$ cat config.mk
export PLATFORM = sky130hd
export DESIGN_NAME = tt_um_mult_seq
export DESIGN_NICKNAME = d
export VERILOG_FILES = /design/src/rtl/mvm_seq_pkg.sv /design/src/rtl/mvm_seq_outbuf.sv /design/src/rtl/tt_um_mult_seq.sv
export SDC_FILE = /design/constraint.sdc
export NUM_CORES = 1
export LEC_CHECK = 0
export ABC_AREA = 1
export CAP_MARGIN = 20
export CORE_ASPECT_RATIO = 0.5
export CORE_MARGIN = 4
export CORE_UTILIZATION = 29
export DETAILED_ROUTE_END_ITERATION = 7
export GPL_ROUTABILITY_DRIVEN = 0
export REMOVE_ABC_BUFFERS = 1
export SYNTH_ARGS = -nofsm -noshare
export SYNTH_HDL_FRONTEND = slang
export SYNTH_SLANG_ARGS = --single-unit
$ cat constraint.sdc
create_clock -name clk -period 1.8 [get_ports clk]
set_input_delay 0.18 -clock clk [delete_from_list [all_inputs] [get_ports clk]]
set_output_delay 0.18 -clock clk [all_outputs]
set_load 0.005 [all_outputs]
$ cat src/rtl/mvm_seq_pkg.sv
// Shared constants, state encoding and weight-code helpers for the tt_um_mult sequencer.
package mvm_seq_pkg;

    localparam int IN_LEN        = 14;
    localparam int OUT_LEN       = 7;
    localparam int BIT_WIDTH     = 8;
    localparam int ROWS          = IN_LEN / 2;
    localparam int W_BITS        = 2 * IN_LEN;
    localparam int BYTES_PER_ROW = 6;

    localparam logic [2:0] ROW_PARK      = 3'd7;
    localparam logic [2:0] ROW_LAST      = 3'(ROWS - 1);
    localparam logic [2:0] IDX_LAST      = 3'(OUT_LEN - 1);
    localparam logic [2:0] BYTE_CNT_FULL = 3'(BYTES_PER_ROW);
    localparam logic [2:0] BYTE_CNT_LAST = 3'(BYTES_PER_ROW - 1);

    localparam logic [1:0] W_ZERO = 2'b00;
    localparam logic [1:0] W_POS  = 2'b01;
    localparam logic [1:0] W_NEG  = 2'b11;
    localparam logic [1:0] W_BAD  = 2'b10;

    typedef enum logic [1:0] {
        GATHER = 2'd0,
        ISSUE  = 2'd1,
        FLUSH  = 2'd2
    } state_t;

    // Replace every illegal 2'b10 code by a zero weight.
    function automatic logic [W_BITS-1:0] w_sanitize(input logic [W_BITS-1:0] w);
        logic [W_BITS-1:0] r;
        r = w;
        for (int i = 0; i < IN_LEN; i++) begin
            if (w[2*i +: 2] == W_BAD) begin
                r[2*i +: 2] = W_ZERO;
            end
        end
        return r;
    endfunction

    function automatic logic w_has_bad(input logic [W_BITS-1:0] w);
        logic bad;
        bad = 1'b0;
        for (int i = 0; i < IN_LEN; i++) begin
            if (w[2*i +: 2] == W_BAD) begin
                bad = 1'b1;
            end
        end
        return bad;
    endfunction

endpackage

$ cat src/rtl/mvm_seq_outbuf.sv
// Result buffer: captures one pass of multiplier results and streams them out with valid/ready.
module mvm_seq_outbuf
    import mvm_seq_pkg::*;
(
    input  logic                 clk,
    input  logic                 rst_n,
    input  logic                 wr_en,
    input  logic [2:0]           wr_idx,
    input  logic [BIT_WIDTH-1:0] wr_data,
    input  logic                 set_full,
    output logic                 res_full,
    output logic [BIT_WIDTH-1:0] out_data,
    output logic                 out_valid,
    output logic                 out_last,
    input  logic                 out_ready
);

    logic [BIT_WIDTH-1:0] res_buf [OUT_LEN];
    logic [OUT_LEN-1:0]   wr_sel;
    logic [2:0]           idx_reg;
    logic                 full_reg;
    logic                 fire;

    for (genvar gi = 0; gi < OUT_LEN; gi++) begin : g_sel
        assign wr_sel[gi] = wr_en && (wr_idx == 3'(gi));
    end

    assign fire = full_reg && out_ready;

    always_ff @(posedge clk or negedge rst_n) begin
        if (!rst_n) begin
            for (int i = 0; i < OUT_LEN; i++) begin
                res_buf[i] <= '0;
            end
            idx_reg  <= 3'd0;
            full_reg <= 1'b0;
        end else begin
            for (int i = 0; i < OUT_LEN; i++) begin
                if (wr_sel[i]) begin
                    res_buf[i] <= wr_data;
                end
            end
            if (set_full) begin
                full_reg <= 1'b1;
                idx_reg  <= 3'd0;
            end else if (fire) begin
                if (idx_reg == IDX_LAST) begin
                    full_reg <= 1'b0;
                    idx_reg  <= 3'd0;
                end else begin
                    idx_reg <= idx_reg + 3'd1;
                end
            end
        end
    end

    assign res_full  = full_reg;
    assign out_valid = full_reg;
    assign out_last  = full_reg && (idx_reg == IDX_LAST);
    assign out_data  = full_reg ? res_buf[idx_reg] : '0;

endmodule

$ cat src/rtl/tt_um_mult_seq.sv
// Byte-stream sequencer for the ternary matrix-vector multiplier: stages rows, issues them, collects results.
// Optional MVM_SEQ_WCHECK_EN: zeroes illegal 2'b10 weight codes and adds a sticky werr output.
module tt_um_mult_seq
    import mvm_seq_pkg::*;
(
    input  logic                   clk,
    input  logic                   rst_n,
    input  logic [7:0]             in_data,
    input  logic                   in_valid,
    input  logic                   in_last,
    output logic                   in_ready,
    output logic [BIT_WIDTH-1:0]   out_data,
    output logic                   out_valid,
    output logic                   out_last,
    input  logic                   out_ready,
    output logic                   busy,
    output logic [2:0]             mult_row,
    output logic [W_BITS-1:0]      mult_w,
    output logic [2*BIT_WIDTH-1:0] mult_vec_in,
`ifdef MVM_SEQ_WCHECK_EN
    output logic                   werr,
`endif
    input  logic [BIT_WIDTH-1:0]   mult_vec_out
);

    state_t          state_reg, state_next;
    logic [2:0]      row_reg;
    logic [2:0]      cnt_reg;
    logic [23:0]     w_lo_reg;
    logic [3:0]      w_hi_reg;
    logic [7:0]      x0_reg, x1_reg;
    logic            have_prev_reg, last_reg, live_reg;

    logic            accept, staged_next, row0_block, issuing, row_end, res_full;
    logic [W_BITS-1:0] w_raw, w_drive;

    assign in_ready    = live_reg && (state_reg == GATHER) && (cnt_reg != BYTE_CNT_FULL);
    assign accept      = in_valid && in_ready;
    assign staged_next = (cnt_reg == BYTE_CNT_FULL) || ((cnt_reg == BYTE_CNT_LAST) && accept);
    assign row0_block  = (row_reg == 3'd0) && res_full;
    assign row_end     = (row_reg == ROW_LAST);
    assign w_raw       = {w_hi_reg, w_lo_reg};

    always_comb begin
        state_next = state_reg;
        issuing    = 1'b0;
        unique case (state_reg)
            GATHER: begin
                if (staged_next && !row0_block) begin
                    state_next = ISSUE;
                end
            end
            ISSUE: begin
                issuing    = 1'b1;
                state_next = (row_end && last_reg) ? FLUSH : GATHER;
            end
            FLUSH: begin
                if (!row0_block) begin
                    issuing = 1'b1;
                    if (row_end) begin
                        state_next = GATHER;
                    end
                end
            end
            default: state_next = GATHER;
        endcase
    end

    always_ff @(posedge clk or negedge rst_n) begin
        if (!rst_n) begin
            state_reg     <= GATHER;
            row_reg       <= 3'd0;
            cnt_reg       <= 3'd0;
            w_lo_reg      <= '0;
            w_hi_reg      <= '0;
            x0_reg        <= '0;
            x1_reg        <= '0;
            have_prev_reg <= 1'b0;
            last_reg      <= 1'b0;
            live_reg      <= 1'b0;
        end else begin
            state_reg <= state_next;
            live_reg  <= 1'b1;
            if (accept) begin
                cnt_reg <= cnt_reg + 3'd1;
                case (cnt_reg)
                    3'd0:    w_lo_reg[7:0]   <= in_data;
                    3'd1:    w_lo_reg[15:8]  <= in_data;
                    3'd2:    w_lo_reg[23:16] <= in_data;
                    3'd3:    w_hi_reg        <= in_data[3:0];
                    3'd4:    x0_reg          <= in_data;
                    default: x1_reg          <= in_data;
                endcase
                if (in_last) begin
                    last_reg <= 1'b1;
                end
            end else if (state_reg == ISSUE) begin
                cnt_reg <= 3'd0;
            end
            if (issuing) begin
                row_reg <= row_end ? 3'd0 : row_reg + 3'd1;
                // A data pass arms the next collection; a flush pass disarms it.
                if (row_end) begin
                    have_prev_reg <= (state_reg == ISSUE);
                end
            end
            if ((state_reg == ISSUE) && row_end) begin
                last_reg <= 1'b0;
            end
        end
    end

`ifdef MVM_SEQ_WCHECK_EN
    logic werr_reg;
    assign w_drive = w_sanitize(w_raw);
    always_ff @(posedge clk or negedge rst_n) begin
        if (!rst_n) begin
            werr_reg <= 1'b0;
        end else if ((state_reg == ISSUE) && w_has_bad(w_raw)) begin
            werr_reg <= 1'b1;
        end
    end
    assign werr = werr_reg;
`else
    assign w_drive = w_raw;
`endif

    // The multiplier accumulates every edge, so operands are zero outside a data issue.
    assign mult_w      = (state_reg == ISSUE) ? w_drive : '0;
    assign mult_vec_in = (state_reg == ISSUE) ? {x1_reg, x0_reg} : '0;
    assign mult_row    = issuing ? row_reg : ((row_reg == 3'd0) ? ROW_PARK : row_reg);
    assign busy        = (state_reg != GATHER) || (cnt_reg != 3'd0) || (row_reg != 3'd0) || have_prev_reg;

    mvm_seq_outbuf u_outbuf (
        .clk       (clk),
        .rst_n     (rst_n),
        .wr_en     (issuing && have_prev_reg),
        .wr_idx    (row_reg),
        .wr_data   (mult_vec_out),
        .set_full  (issuing && row_end && have_prev_reg),
        .res_full  (res_full),
        .out_data  (out_data),
        .out_valid (out_valid),
        .out_last  (out_last),
        .out_ready (out_ready)
    );

endmodule

==> results of run 1 <==
## final timing paths
check	endpoint	from	cells past startpoint	slack [ps]
setup / recovery	out_data[4]	u_outbuf.idx_reg[1]	10	-200
hold / removal	u_outbuf.res_buf[51]	rst_n	2	240
setup reg to reg	x1_reg[1]	cnt_reg[0]	7	90
hold reg to reg	u_outbuf.res_buf[27]	u_outbuf.res_buf[27]	2	480
max in group asynchronous	w_hi_reg[2]	rst_n	3	900
min in group clk	last_reg	in_last	3	350
## cells in the mapped netlist, drive strengths merged
master	count
nand2	267
dfrtp	115
inv	85
o21ai	74
nand4	63
nor2	45
buf	28
nand3	27
ha	10
a21oi	8
clkbuf	6
o211ai	5
or2	2
a211oi	1
clkinv	1
conb	1
nor3	1
nor4	1
o22ai	1
## logic make-up (layout without fill, tap and decap cells)
logic type | count (synthesis) | after routing | synth area share, %
DFF | 115 | 115 | 49.5
other | 1 | 1 | 0.0646
and+or+nand+nor | 406 | 406 | 31.4
adders and majority gates | 10 | 10 | 2.15
buffers and inverters | 120 | 301 | 8.81
AOI/OAI and AO/OA | 89 | 89 | 8.01
## routing by layer
layer  GRT usage (%)  part of all wire, %  wire length, um
met1            22.2                   45             8800
met4            4.68                  1.6              306
met3            3.88                  5.4             1050
met5               0                    0                0
met2            28.7                   48             9250
## where the power goes
part	leakage (nW)	switching (mW)	internal, mW
Clock	0.303	1.22	2.37
Combinational	3.10	4.32	4.18
Sequential	1.25	0.719	3.32
## per-stage QoR
| step | cells | setup slack, ps |
|---|---|---|
| final | 1188 | -199 |
| after global routing | 1188 | -272 |
| after global placement | 1106 | -113 |
| after CTS | 1181 | -198 |
| after floorplan | 707 | -1490 |
| after detailed placement | 1106 | -122 |
## timing repair
action / in CTS / in global routing
hold endpoints to repair: 25 / 0
pin swaps: 22 / 20
gates resized for setup: 386 / 139
cloned: 6 / 4
setup buffers: 39 / 11
hold buffers: 1 / 0
setup endpoints to repair: 59 / 160
## cell type report
| class | instances | share of cell area (%) |
|---|---|---|
| repair inverters | 1 | 0.0550 |
| inverters | 86 | 3.74 |
| clock buffers | 21 | 5.06 |
| well taps | 266 | 3.66 |
| flip-flops and latches | 115 | 31.7 |
| multi-input cells | 506 | 32.9 |
| clock inverters | 10 | 1.72 |
| repair buffers | 183 | 21.2 |
==> results.toml, run 1 <==
[layout]
final_common_cell = "nand2_1"
diodes = 0
regArea_mm2 = 0.00288
final_nets = 941
mostFrequentLayoutCells = "nand2_1, dfrtp_1, buf_6"
area_growth_pct = 56.6
multi_input_area_mm2 = 0.00299
design_area_mm2 = 0.00909
drive_above_1_share_pct = 39.2
nFillCells = 1838
post-route-util_pct = 46.5
largest_reg_flops = 56

[floorplanning]
die_w_um = 208
rows = 36
die_area_mm2 = 0.0225
die_h_um = 108
core_mm2 = 0.0195
start_util_pct = 29.7
boundaryPins = 80

[global_route]
grt_max_degree = 65
grt_pass1_wl_um = 30500
grt_pass1_vias = 5761
grt_use_total_pct = 17.0
grt_overflow_total = 0
antenna_found_initial = 0

[logic_synthesis]
synth.distinct_cells = 31
yosys_warnings = 0
yosysTopAreaCell = "dfrtp_1"
synth.top_cell.area_share_pct = 49.5
synth_cells = 741
avgSynthCellArea_um2 = 7.84
syn_area_mm2 = 0.00581
netlist_top_cells_area = "dfrtp_1, nand2_1, nand4_1"
ys_ff_latch = 115
ys_seq_area_share_pct = 49.5

[run]
maxCapViolCount = 0

[sta]
finalWorstSetupSlack_ps = -199
max_freq_ghz = 0.500
hold_slack_ps = 240
finalSetupViolCount = 41
finalHoldViolCount = 0
slew_violations = 0
layout_min_cycle_time_ps = 2000
fin_setup_tns_ps = -3290
post-route-period-util_pct = 111
fin_skew_ps = 8.03
grt_setup_unrepaired = "true"

[routing]
first_pass_iters = 4
vias_per_cell = 4.89
vias = 5815
drt_iter0_drc = 291
drc = 0
drt-total-wl_um = 19400
avgRoutedWirePerCell_um = 16.3
postRouteAntennaNets = 0

[critical_path]
worstPathCellList = "buf_6 > inv_4 > nor2_4 > buf_6 > buf_12 > nand2_4 > nand3_2 > a21oi_2 > nor2_1 > buf_2"
timing.critical_path.buf_inv = 5
critPathMaxFanout = 5
path_class = "reg -> out"
endpoint_kind = "primary output"
crit_arrival_ps = 1820
cpMostUsedCell = "buf_6"
critPathLaunchType = "register"
cpPeakStageDelay_ps = 440
cp_slowest_cell = "dfrtp_2"
crit_family = "buffers and inverters"
worst_ep_required_time_ps = 1620

[clock_network]
clkTransAtPathRegs_ps = 60
cts_buffers = 17
cts_root_buf = "clkbuf_16"
tritoncts = "yes"
clkSinkCount = 115
clkLatencyLatePin_ps = 410
cts_buffer_depth = 2
cts_max_level = 4

[power]
p_total_mw = 16.1
pwr_density_cell_mw_per_mm2 = 1770
ir_drop_mv = 0.727
leakagePower_nw = 4.65

[placed_design]
placedInstanceArea_mm2 = 0.00722
dp_hpwl_um = 11900
portBuffers = 79

[worst_hold_path]
holdCritPathClass = "in -> async"

[status]
outcome = "finished, violations left"
violations = "negative setup slack"
Note: power is estimated with default switching activity, not from simulation.
==> run 2: changes to the inputs <==
CTS_BUF_LIST = sky130_fd_sc_hd__clkbuf_2 sky130_fd_sc_hd__clkbuf_4 sky130_fd_sc_hd__clkbuf_8   (was unset)
CTS_CLUSTER_DIAMETER = 120   (was unset)
==> run 2 against run 1 <==
  * The flow still finishes with violations (negative setup slack)
  * Flip-flop and latch count unchanged
  * Hold slack worse by 31 ps
  * Sequential power about the same
  * Sequential share of layout area up 0.59 points
  * Critical path depth down 1
  * Cell area down 1.8%
  * Utilization down 0.84 points
  * Largest cell class unchanged
==> results.toml, run 2 (synthesized netlist as in run 1, its figures left out) <==
[routing]
drt_iter0_drc = 259
drc = 0
vias = 5715
avgRoutedWirePerCell_um = 16.2
vias_per_cell = 4.80
drt-total-wl_um = 19300
postRouteAntennaNets = 0
first_pass_iters = 5

[clock_network]
cts_buffers = 17
clkLatencyLatePin_ps = 430
tritoncts = "yes"
cts_buffer_depth = 2
cts_root_buf = "clkbuf_8"
cts_max_level = 4
clkTransAtPathRegs_ps = 80
clkSinkCount = 115

[power]
leakagePower_nw = 4.54
pwr_density_cell_mw_per_mm2 = 1710
p_sw_mw = 6.14
pwr-share-seq_pct = 26.4
ir_drop_mv = 0.635
comb_power_share_pct = 56.0
internal-power_mw = 9.11
p_sw_share_pct = 40.3
clockPowerShare_pct = 17.6

[status]
outcome = "finished, violations left"
violations = "negative setup slack"

[critical_path]
timing.critical_path.buf_inv = 7
worstPathCellList = "inv_2 > ha_4 > buf_12 > buf_12 > clkbuf_16 > buf_6 > nand2_4 > inv_2 > buf_6"
cpPeakStageDelay_ps = 400
path_class = "reg -> out"
worst_ep_required_time_ps = 1620
crit_family = "buffers and inverters"
critPathMaxFanout = 4
cp_slowest_cell = "dfrtp_1"
endpoint_kind = "primary output"
critPathLaunchType = "register"
crit_arrival_ps = 1800

[sta]
max_freq_ghz = 0.504
finalHoldViolCount = 0
post-route-period-util_pct = 110
finalWorstSetupSlack_ps = -184
slew_violations = 0
worst_pin_slew_ps = 523
slew-limit-headroom_pct = 65.0
fin_skew_ps = 10.2
layout_min_cycle_time_ps = 1980
grt_setup_unrepaired = "true"
hold_slack_ps = 210
finalSetupViolCount = 51

[global_route]
antenna_found_initial = 0
grt_overflow_total = 0
grt_pass1_vias = 5677
grt_max_degree = 65
grt_pass1_wl_um = 29700
grt_use_total_pct = 16.4

[floorplanning]
die_area_mm2 = 0.0225
core_mm2 = 0.0195
rows = 36
start_util_pct = 29.7
die_w_um = 208
die_h_um = 108
boundaryPins = 80

[placed_design]
placedInstanceArea_mm2 = 0.00722
portBuffers = 79
dp_hpwl_um = 11900

[layout]
largest_reg_flops = 56
final_common_cell = "nand2_1"
area_growth_pct = 53.7
design_area_mm2 = 0.00893
diodes = 0
mostFrequentLayoutCells = "nand2_1, dfrtp_1, buf_6"
drive_above_1_share_pct = 39.5
final_nets = 943

[run]
maxCapViolCount = 0

[worst_hold_path]
holdCritPathClass = "in -> async"
==> run 2: cell types whose count changed in the layout (fill, tap and decap cells not counted), moves of 3 or more <==
cell / delta
clkbuf_16: -16
buf_2: +3
nand2_4: -4
clkbuf_8: +17
nand2_2: +3
==> run 2: final timing paths <==
path                                       from                    to  slack, ps  depth (start not counted)
max                                state_reg[1]             mult_w[7]       -180                          9
min                                       rst_n  u_outbuf.res_buf[51]        210                          2
max reg2reg                        state_reg[1]  u_outbuf.res_buf[55]         80                         10
min reg2reg                u_outbuf.res_buf[25]  u_outbuf.res_buf[25]        490                          2
max in group asynchronous                 rst_n           w_hi_reg[2]        910                          3
min in group clk                        in_last              last_reg        320                          3
==> run 2: area by class of cell <==
type | count | area (um2)
Inverter | 86 | 345
Fill cell | 1874 | 10600
Multi-Input combinational cell | 506 | 3000
Tap cell | 266 | 333
Timing Repair inverter | 1 | 6.26
Sequential cell | 115 | 2880
Clock inverter | 10 | 156
Clock buffer | 21 | 277
Timing Repair Buffer | 185 | 1930
==> run 2: power groups by stage <==
| stage | clock [mW] | combinational (mW) | sequential [mW] |
|---|---|---|---|
| 6_report | 2.69 | 8.54 | 4.02 |
| 4_1_cts | 2.74 | 6.95 | 3.88 |
| 5_1_grt | 2.85 | 9.24 | 4.10 |
| 2_1_floorplan | 0 | 2.63 | 3.81 |
| 3_5_place_dp | 0 | 5.52 | 3.82 |
| 3_3_place_gp | 0 | 5.43 | 3.82 |
==> run 2: timing repair <==
| action | in CTS | in global routing |
|---|---|---|
| hold endpoints to repair | 25 | 0 |
| hold buffers | 1 | 0 |
| gates cloned | 5 | 5 |
| setup endpoints to repair | 59 | 158 |
| resized for setup | 353 | 169 |
| buffers inserted | 30 | 19 |
| pin swaps | 24 | 25 |
==> run 2: routing by layer <==
layer / share of wire (%) / up-vias / global-route usage, %
met5: 0 / - / 0
met4: 1.5 / 0 / 4.12
met3: 5.8 / 23 / 3.51
met2: 48 / 183 / 27.6
met1: 45 / 2764 / 21.8
li1: - / 2745 / -
==> run 2: stage by stage <==
stage	utilization [%]	std cells	setup TNS [ps]	setup WS, ps	total power, mW
2_1_floorplan	-	707	-88760	-1490	6.44
3_3_place_gp	36.9	1106	-652	-113	9.24
3_5_place_dp	36.9	1106	-846	-122	9.34
4_1_cts	41.9	1171	-5930	-219	13.6
5_1_grt	45.7	1190	-10330	-292	16.2
6_report	45.7	1190	-5450	-184	15.2
